$ cat config.mk
export PLATFORM = sky130hd
export DESIGN_NAME = csi2_lane_tx
export DESIGN_NICKNAME = d
export VERILOG_FILES = /design/src/rtl/csi2_lane_tx.sv
export SDC_FILE = /design/constraint.sdc
export NUM_CORES = 1
export LEC_CHECK = 0
export ABC_AREA = 1
export BUFFER_PORTS_ARGS = -buffer_cell sky130_fd_sc_hd__buf_2
export CORE_ASPECT_RATIO = 0.9
export CORE_MARGIN = 2
export CORE_UTILIZATION = 30
export DETAILED_ROUTE_END_ITERATION = 10
export HOLD_SLACK_MARGIN = 0.02
export SYNTH_ARGS = -nofsm -noshare
export SYNTH_HDL_FRONTEND = slang
export SYNTH_SLANG_ARGS = --single-unit
$ cat constraint.sdc
create_clock -name clk_i -period 1.8 [get_ports clk_i]
set_clock_uncertainty 0.05 [all_clocks]
set_input_delay 0.36 -clock clk_i [delete_from_list [all_inputs] [get_ports clk_i]]
set_output_delay 0.36 -clock clk_i [all_outputs]
set_load 0.005 [all_outputs]
$ cat src/rtl/csi2_lane_tx.sv
// ============================================================================
// Module      : csi2_lane_tx
// Description : MIPI CSI-2 style multi-lane serial transmitter. Each packet runs
//               LP-11 -> LP-01 -> LP-00 -> HS-0 -> sync byte -> data -> trail.
//               Packet counter is built only when CSI2_LANE_TX_PKT_CNT_EN is defined.
// Revision    : 1.0 - initial release
// ============================================================================
`default_nettype none

module csi2_lane_tx #(
  parameter int LANES     = 2,
  parameter int LPX_CYC   = 2,
  parameter int PREP_CYC  = 3,
  parameter int ZERO_CYC  = 4,
  parameter int TRAIL_CYC = 3
) (
  input  logic               clk_i,
  input  logic               rst_i,
  input  logic [8*LANES-1:0] data_i,
  input  logic               valid_i,
  input  logic               last_i,
  output logic               ready_o,
  output logic [LANES-1:0]   do_p_o,
  output logic [LANES-1:0]   do_n_o,
  output logic               busy_o,
  output logic               underrun_o,
  output logic [15:0]        pkt_cnt_o
);

  localparam logic [2:0] ST_STOP   = 3'd0;
  localparam logic [2:0] ST_HSRQ   = 3'd1;
  localparam logic [2:0] ST_BRIDGE = 3'd2;
  localparam logic [2:0] ST_ZERO   = 3'd3;
  localparam logic [2:0] ST_SYNC   = 3'd4;
  localparam logic [2:0] ST_DATA   = 3'd5;
  localparam logic [2:0] ST_TRAIL  = 3'd6;

  localparam logic [7:0] SYNC_BYTE  = 8'hB8;
  localparam logic [7:0] LPX_LAST   = 8'(LPX_CYC - 1);
  localparam logic [7:0] PREP_LAST  = 8'(PREP_CYC - 1);
  localparam logic [7:0] ZERO_LAST  = 8'(ZERO_CYC - 1);
  localparam logic [7:0] TRAIL_LAST = 8'(TRAIL_CYC - 1);

  logic [2:0]         state;
  logic [2:0]         state_nxt;
  logic [7:0]         timer;
  logic [2:0]         bit_cnt;
  logic [8*LANES-1:0] shreg;
  logic               last_seen;
  logic [LANES-1:0]   trail_bit;
  logic [LANES-1:0]   hs_bit;
  logic               bit7;
  logic               timed;
  logic               accept;

  assign bit7   = (bit_cnt == 3'd7);
  assign timed  = (state == ST_HSRQ) || (state == ST_BRIDGE) ||
                  (state == ST_ZERO) || (state == ST_TRAIL);
  assign accept = ready_o & valid_i;

  generate
    for (genvar k = 0; k < LANES; k++) begin : g_lane
      logic [7:0] lane_byte;
      assign lane_byte = shreg[8*k +: 8];
      assign hs_bit[k] = (state == ST_SYNC) ? SYNC_BYTE[bit_cnt] : lane_byte[bit_cnt];
    end
  endgenerate

  always_ff @(posedge clk_i) begin
    if (rst_i) begin
      state <= ST_STOP;
    end else begin
      state <= state_nxt;
    end
  end

  always_comb begin
    state_nxt = state;
    case (state)
      ST_STOP:   if (valid_i)              state_nxt = ST_HSRQ;
      ST_HSRQ:   if (timer == LPX_LAST)    state_nxt = ST_BRIDGE;
      ST_BRIDGE: if (timer == PREP_LAST)   state_nxt = ST_ZERO;
      ST_ZERO:   if (timer == ZERO_LAST)   state_nxt = ST_SYNC;
      ST_SYNC:   if (bit7)                 state_nxt = valid_i ? ST_DATA : ST_TRAIL;
      ST_DATA:   if (bit7 && (last_seen || !valid_i)) state_nxt = ST_TRAIL;
      ST_TRAIL:  if (timer == TRAIL_LAST)  state_nxt = ST_STOP;
      default:                             state_nxt = ST_STOP;
    endcase
  end

  always_comb begin
    do_p_o     = '1;
    do_n_o     = '1;
    ready_o    = bit7 && ((state == ST_SYNC) || ((state == ST_DATA) && !last_seen));
    underrun_o = ready_o && !valid_i;
    busy_o     = (state != ST_STOP);
    case (state)
      ST_HSRQ, ST_ZERO: begin
        do_p_o = '0;
        do_n_o = '1;
      end
      ST_BRIDGE: begin
        do_p_o = '0;
        do_n_o = '0;
      end
      ST_SYNC, ST_DATA: begin
        do_p_o = hs_bit;
        do_n_o = ~hs_bit;
      end
      ST_TRAIL: begin
        do_p_o = ~trail_bit;
        do_n_o = trail_bit;
      end
      default: ;
    endcase
  end

  // The bit counter wraps 7->0 on its own, giving gapless word-to-word transfer.
  always_ff @(posedge clk_i) begin
    if (rst_i) begin
      timer     <= 8'd0;
      bit_cnt   <= 3'd0;
      shreg     <= '0;
      last_seen <= 1'b0;
      trail_bit <= '0;
    end else begin
      if ((state_nxt != state) || !timed) begin
        timer <= 8'd0;
      end else begin
        timer <= timer + 8'd1;
      end
      if ((state == ST_SYNC) || (state == ST_DATA)) begin
        bit_cnt <= bit_cnt + 3'd1;
      end else begin
        bit_cnt <= 3'd0;
      end
      if (accept) begin
        shreg     <= data_i;
        last_seen <= last_i;
      end
      if ((state_nxt == ST_TRAIL) && (state != ST_TRAIL)) begin
        trail_bit <= hs_bit;
      end
    end
  end

`ifdef CSI2_LANE_TX_PKT_CNT_EN
  logic [15:0] pkt_cnt;

  always_ff @(posedge clk_i) begin
    if (rst_i) begin
      pkt_cnt <= 16'd0;
    end else if ((state == ST_TRAIL) && (state_nxt == ST_STOP)) begin
      pkt_cnt <= pkt_cnt + 16'd1;
    end
  end

  assign pkt_cnt_o = pkt_cnt;
`else
  assign pkt_cnt_o = 16'd0;
`endif

endmodule

`default_nettype wire

==> results of run 1 <==
[power groups by stage]
stage	combinational [uW]	clock, uW	sequential, uW
2_1_floorplan	112	0	777
3_3_place_gp	125	0	782
3_5_place_dp	126	0	782
4_1_cts	127	598	765
5_1_grt	152	620	765
6_report	132	585	764
[cell usage after synthesis, drive strengths merged (2+ instances only)]
cell	number
dfxtp	34
or2	2
nor3	3
a21oi	17
buf	21
nor2	39
clkbuf	2
nand2	55
o21ai	20
nand3	27
inv	46
o211ai	3
xor2	5
ha	5
[kinds of logic (layout without fill, tap and decap cells)]
kind of cell             after synthesis  count (layout)  synth area share
XOR/XNOR                               6               6            0.0264
other                                  1              16           0.00189
buffers and inverters                 70              95             0.179
adder cells (fa/ha/maj)                5               5            0.0315
AND/OR/NAND/NOR                      126             126             0.308
flip-flops                            34              34             0.342
AO/OA/AOI/OAI                         41              41             0.111
[how the worst max path moves through the flow]
stage,from,to,slack (ns),cells past startpoint
after floorplan,bit_cnt[0]$_SDFF_PP0_,timer[0]$_SDFF_PP0_,0.25,12
after global placement,bit_cnt[0]$_SDFF_PP0_,timer[2]$_SDFF_PP0_,0.08,11
after detailed placement,bit_cnt[0]$_SDFF_PP0_,timer[7]$_SDFF_PP0_,0.05,11
after CTS,bit_cnt[0]$_SDFF_PP0_,do_n_o[0],-0.11,9
after global routing,bit_cnt[0]$_SDFF_PP0_,do_n_o[0],-0.22,9
final,bit_cnt[0]$_SDFF_PP0_,do_n_o[0],-0.10,9
[layout by cell type, fill, tap and decap left out]
master    instances
dfxtp_4           1
ha_4              1
o22ai_2           1
inv_1            35
o21ai_1          15
o211ai_1          3
o21ai_0           5
nand2_4           1
ha_1              4
clkbuf_1          1
nor2_2           15
a21oi_1          17
buf_4            12
buf_6             2
dfxtp_1          30
conb_1           16
nor3_2            1
buf_2            26
nor2_4            3
nand2_2           5
nand2_1          48
nor2_1           21
nand3_1          21
clkbuf_8          6
xnor2_1           1
dfxtp_2           3
inv_2            11
or2_1             2
nand3_2           6
nor3_1            2
nand2_8           1
clkinv_2          2
xor2_1            5
[flip-flops by register name (all words and copies together) (netlist names), named ones only]
| signal | cells |
|---|---|
| trail_bit | 2 |
| state | 3 |
| timer | 8 |
| last_seen | 1 |
| bit_cnt | 3 |
| shreg | 16 |
[metrics by stage]
stage               setup slack, ns  hold slack, ns  total power [uW]  instance area, um2  cells
floorplan                     0.246           0.379               889                2040    298
global placement             0.0791           0.393               907                2160    398
detailed placement           0.0516           0.396               909                2160    398
CTS                          -0.110           0.233              1490                2330    413
global route                 -0.216           0.243              1540                2370    413
finish                       -0.105           0.234              1480                2370    413
[worst reg2reg max path: stages, from the launching register on]
cell      delay [ns]
dfxtp_4         0.36
buf_6           0.12
nand2_1         0.06
o211ai_1        0.09
nand3_1         0.12
nand3_2         0.08
buf_4           0.14
buf_4           0.12
buf_4           0.12
buf_4           0.12
buf_4           0.12
buf_4           0.12
nand3_1         0.06
nand3_1         0.06
inv_1           0.05
[final cells by class]
type | count | area, um2 | area share
well taps | 90 | 113 | 0.0476
multi-input cells | 194 | 1050 | 0.446
repair buffers | 40 | 243 | 0.103
flip-flops and latches | 34 | 688 | 0.291
clock buffers | 7 | 86.3 | 0.0365
clock inverters | 1 | 5.00 | 0.00211
inverters | 47 | 178 | 0.0751
[per-layer routing]
| layer | up-vias | wire (um) | share of wire | track usage |
|---|---|---|---|---|
| met3 | 5 | 194 | 0.047 | 0.0260 |
| met2 | 45 | 1820 | 0.44 | 0.207 |
| li1 | 925 | - | - | - |
| met1 | 755 | 2010 | 0.49 | 0.153 |
| met5 | - | 0 | 0 | 0 |
| met4 | 0 | 74 | 0.018 | 0.0462 |
[what timing repair did]
item | in CTS | in global routing
setup endpoints to repair | 5 | 16
pin swaps | 4 | 4
hold buffers | 0 | 0
setup buffers | 7 | 0
resized for setup | 10 | 8
==> qor.txt, run 1 <==
fill cell count: 686
Final TNS setup: -0.315 ns
WS Path Type: reg -> out
R2R Path Start: bit_cnt[0]$_SDFF_PP0_
via-per-instance ratio: 4.19
WP data arrival: 1.49 ns
CP Capture Type: output pin
Power Density: 626 nW/um2
largest net degree at the start of global routing: 29
Final period util: 1.06
Critical Path Slowest Stage Cell: dfxtp_4
number of synthesized flops with an enable pin: 0
cells along the critical path: buf_6, o211ai_1, nand3_1, nand3_2, nand2_1, nand2_1, nand2_1, nand2_1, buf_2
CTS tree: done
Peak VDD IR: 0.000206 V
fmax: 525 MHz
final worst slack: -0.105 ns
most used cell, CP: nand2_1
clock buffer depth: 2
P_int: 1120 uW
biggest area consumer among synthesized cells: dfxtp_1
WHS Endpoint: state[1]$_SDFF_PP0_
row cnt: 28
Comb power frac: 0.089
largest fanout on the critical path: 5
worst hold path class: in -> reg
Post-Syn Area per Cell: 7.03 um2
leakage power: 0.00103 uW
Clock power frac: 0.395
Layout Nets: 347
antenna violations before repair: 0
drt drc: 0
WHS Path Cells: 2
max-cap violations: 0
Root Driver: clkbuf_8
CP max stage delay: 0.36 ns
CP Data Required Time: 1.39 ns
first-pass GRT wire length: 7130 um
synth top area cells: dfxtp_1 (34%), nand2_1 (9.3%), inv_1 (6.8%), nand3_1 (6.3%), buf_4 (6.0%)
number of hold violations in the final report: 0
Num CTS Buffers: 5
Synth Register Bits: 34
Syn Std Cell Area: 1990 um2
unrepaired setup endpoints after global routing: yes
Clock transition at path regs: 0.07 ns
Post-DRT Antenna Nets: 0
clock sinks: 34
switching part of the total power: 0.247
Synth Flop Type: dfxtp_1
drt total wl: 4090 um
GP Congestion: 0.839
clock latency on the worst-skew pair: 0.28 ns
WL per Instance: 9.91 um
final core utilization: 0.365
P_sw: 365 uW
yosys warns: 0
all-layer global routing usage: 0.121
R2R setup slack: -0.02 ns
post-synthesis async set-or-reset flop share: 0
Die W: 89.8 um
H-tree depth: 2
die area: 7300 um2
area grow syn2layout: 19.1%
Reg power frac: 0.516
Initial Util: 0.307
starting DRC count in detailed routing: 89
n_diodes: 0
failing checks: setup timing
vias in the first global route: 1601
Worst Path Buf+Inv: 2
Hold Path Origin: rst_i
Synth top area share: 0.342
Setup-failing EPs final: 5
GR Overflow Total: 0
Port Buffers: 26
CP Launch Type: flip-flop
via count: 1730
IO Count: 43
dpl hpwl: 3120 um
Synth cell types: 28
fin crit period: 1.90 ns
Reg2Reg Depth: 14
DRT Pass-1 Iters: 4
Final Max Tran Viols: 0
status: finished with violations
core area: 6480 um2
Die Height: 81.2 um
register area share after synthesis: 0.342
share of cells above drive strength 1: 0.300
critical path's top delay family: simple AND/OR/NAND/NOR gates
synthesized netlist cell count: 283
Worst R2R End: trail_bit[0]$_SDFFE_PP0P_
No activity file was read; power rests on OpenSTA's default activity.
==> run 2, diff against run 1 <==
- CORE_UTILIZATION: 30 -> 50
- PLACE_DENSITY: default -> 0.85
==> qor.txt, run 2 (synthesis gave the netlist of run 1 again) <==
CP Launch Type: flip-flop (unchanged)
share of cells above drive strength 1: 0.276 (was 0.300)
commonest non-fill, non-tap cell in the layout: nand2_1 (unchanged)
Die W: 70.5 um (was 89.8 um)
Final period util: 1.04 (was 1.06)
final hold slack: 0.217 ns (was 0.234 ns)
Final Max Tran Viols: 0 (unchanged)
failing checks: setup timing (unchanged)
core area: 3760 um2 (was 6480 um2)
Critical Path Slowest Stage Cell: dfxtp_2 (was dfxtp_4)
number of hold violations in the final report: 0 (unchanged)
GP Congestion: 0.822 (was 0.839)
Worst Path Buf+Inv: 2 (unchanged)
CP Data Required Time: 1.39 ns (about the same)
clock buffer depth: 2 (unchanged)
fin crit period: 1.86 ns (was 1.90 ns)
vias in the first global route: 1703 (was 1601)
WS Path Type: reg -> out (unchanged)
dpl hpwl: 2860 um (was 3120 um)
WP data arrival: 1.45 ns (was 1.49 ns)
CP Capture Type: output pin (unchanged)
P_int: 1110 uW (was 1120 uW)
Root Driver: clkbuf_8 (unchanged)
Power Density: 673 nW/um2 (was 626 nW/um2)
worst hold path class: in -> reg (unchanged)
Post-DRT Antenna Nets: 0 (unchanged)
drt drc: 0 (unchanged)
Post-CTS Setup Inserts: 0 (was 7)
final worst slack: -0.0638 ns (was -0.105 ns)
largest net degree at the start of global routing: 32 (was 29)
Num CTS Buffers: 5 (unchanged)
Setup-failing EPs final: 4 (was 5)
most used cell, CP: nand2_1 (unchanged)
via count: 1714 (was 1730)
row cnt: 21 (was 28)
P_sw: 375 uW (was 365 uW)
cells along the critical path: buf_4, nand2_1, nand3_1, nand3_1, nand3_2, nand2_1, nand2_1, nand2_1, nand2_1, buf_2 (was buf_6, o211ai_1, nand3_1, nand3_2, nand2_1, nand2_1, nand2_1, nand2_1, buf_2)
Clock power frac: 0.401 (was 0.395)
Clock transition at path regs: 0.08 ns (was 0.07 ns)
CTS tree: done (unchanged)
area grow syn2layout: 11.3% (was 19.1%)
max-cap violations: 0 (unchanged)
unrepaired setup endpoints after global routing: yes (unchanged)
leakage power: 0.000990 uW (was 0.00103 uW)
most frequent cells in the layout: nand2_1 (48), inv_1 (36), dfxtp_1 (28) (was nand2_1 (48), inv_1 (35), dfxtp_1 (30))
DRT Pass-1 Iters: 4 (unchanged)
drt total wl: 3910 um (was 4090 um)
fill cell count: 348 (was 686)
clock sinks: 34 (unchanged)
DP Worst Slack: 0.0507 ns (was 0.0516 ns)
first-pass GRT wire length: 7010 um (was 7130 um)
Peak VDD IR: 0.000634 V (was 0.000206 V)
Reg power frac: 0.515 (was 0.516)
Largest register FFs: 16 (unchanged)
Area after DPL: 2080 um2 (was 2160 um2)
via-per-instance ratio: 4.79 (was 4.19)
clock latency on the worst-skew pair: 0.29 ns (was 0.28 ns)
WL per Instance: 10.9 um (was 9.91 um)
biggest registers after layout: shreg x16, timer x8 (unchanged)
critical path's top delay family: simple AND/OR/NAND/NOR gates (unchanged)
Final Power: 1490 uW (was 1480 uW)
Initial Util: 0.529 (was 0.307)
Design Area, Final: 2210 um2 (was 2370 um2)
IO Count: 43 (unchanged)
Die Height: 63.8 um (was 81.2 um)
Hold-fix buffers, CTS: 0 (unchanged)
switching part of the total power: 0.252 (was 0.247)
die area: 4500 um2 (was 7300 um2)
Comb power frac: 0.084 (was 0.089)
largest fanout on the critical path: 6 (was 5)
starting DRC count in detailed routing: 96 (was 89)
CP max stage delay: 0.34 ns (was 0.36 ns)
GR Overflow Total: 0 (unchanged)
H-tree depth: 2 (unchanged)
fmax: 537 MHz (was 525 MHz)
antenna violations before repair: 0 (unchanged)
n_diodes: 0 (unchanged)
register with the most flip-flops: shreg (unchanged)
Layout Cells excl Fill: 358 (was 413)
status: finished with violations (unchanged)
all-layer global routing usage: 0.190 (was 0.121)
Port Buffers: 26 (unchanged)
Post-Place Cells: 350 (was 398)
Layout Nets: 336 (was 347)
[run 2: per-layer routing]
| layer | up-vias | global-route usage | routed length, um |
|---|---|---|---|
| li1 | 903 | - | - |
| met1 | 751 | 0.240 | 1890 |
| met2 | 52 | 0.311 | 1710 |
| met3 | 8 | 0.0426 | 230 |
| met4 | 0 | 0.0793 | 67 |
| met5 | - | 0 | 0 |
[run 2: layout make-up]
| type | count | area [um2] | area share |
|---|---|---|---|
| flip-flops and latches | 34 | 688 | 0.311 |
| clock inverters | 2 | 12.5 | 0.00565 |
| clock buffers | 6 | 82.6 | 0.0373 |
| well taps | 46 | 57.6 | 0.0260 |
| multi-input cells | 194 | 1040 | 0.468 |
| inverters | 47 | 180 | 0.0814 |
| repair buffers | 29 | 156 | 0.0707 |
[run 2: worst paths after layout]
path	cells after the start	end	slack, ns	startpoint
setup reg to reg	12	timer[1]$_SDFF_PP0_	0.12	bit_cnt[0]$_SDFF_PP0_
setup / recovery	10	do_n_o[1]	-0.06	bit_cnt[0]$_SDFF_PP0_
hold / removal	2	state[1]$_SDFF_PP0_	0.22	rst_i
hold reg to reg	2	shreg[1]$_SDFFE_PP0P_	0.41	shreg[1]$_SDFFE_PP0P_
[run 2: power by group through the flow]
stage | Clock, uW | Sequential, uW | Combinational [uW]
after floorplan | 0 | 777 | 112
after global placement | 0 | 782 | 120
after detailed placement | 0 | 783 | 122
after CTS | 599 | 766 | 125
after global routing | 638 | 768 | 141
final | 597 | 767 | 125
[run 2: repair_timing]
item	in CTS	in global routing
pin swaps	2	3
setup endpoints to repair	5	30
resized for setup	10	5
hold endpoints to repair	0	0
[run 2: through the flow]
step | setup TNS (ns) | utilization
2_1_floorplan | 0 | -
3_3_place_gp | 0 | 0.553
3_5_place_dp | 0 | 0.553
4_1_cts | -0.289 | 0.585
5_1_grt | -0.826 | 0.589
6_report | -0.181 | 0.589
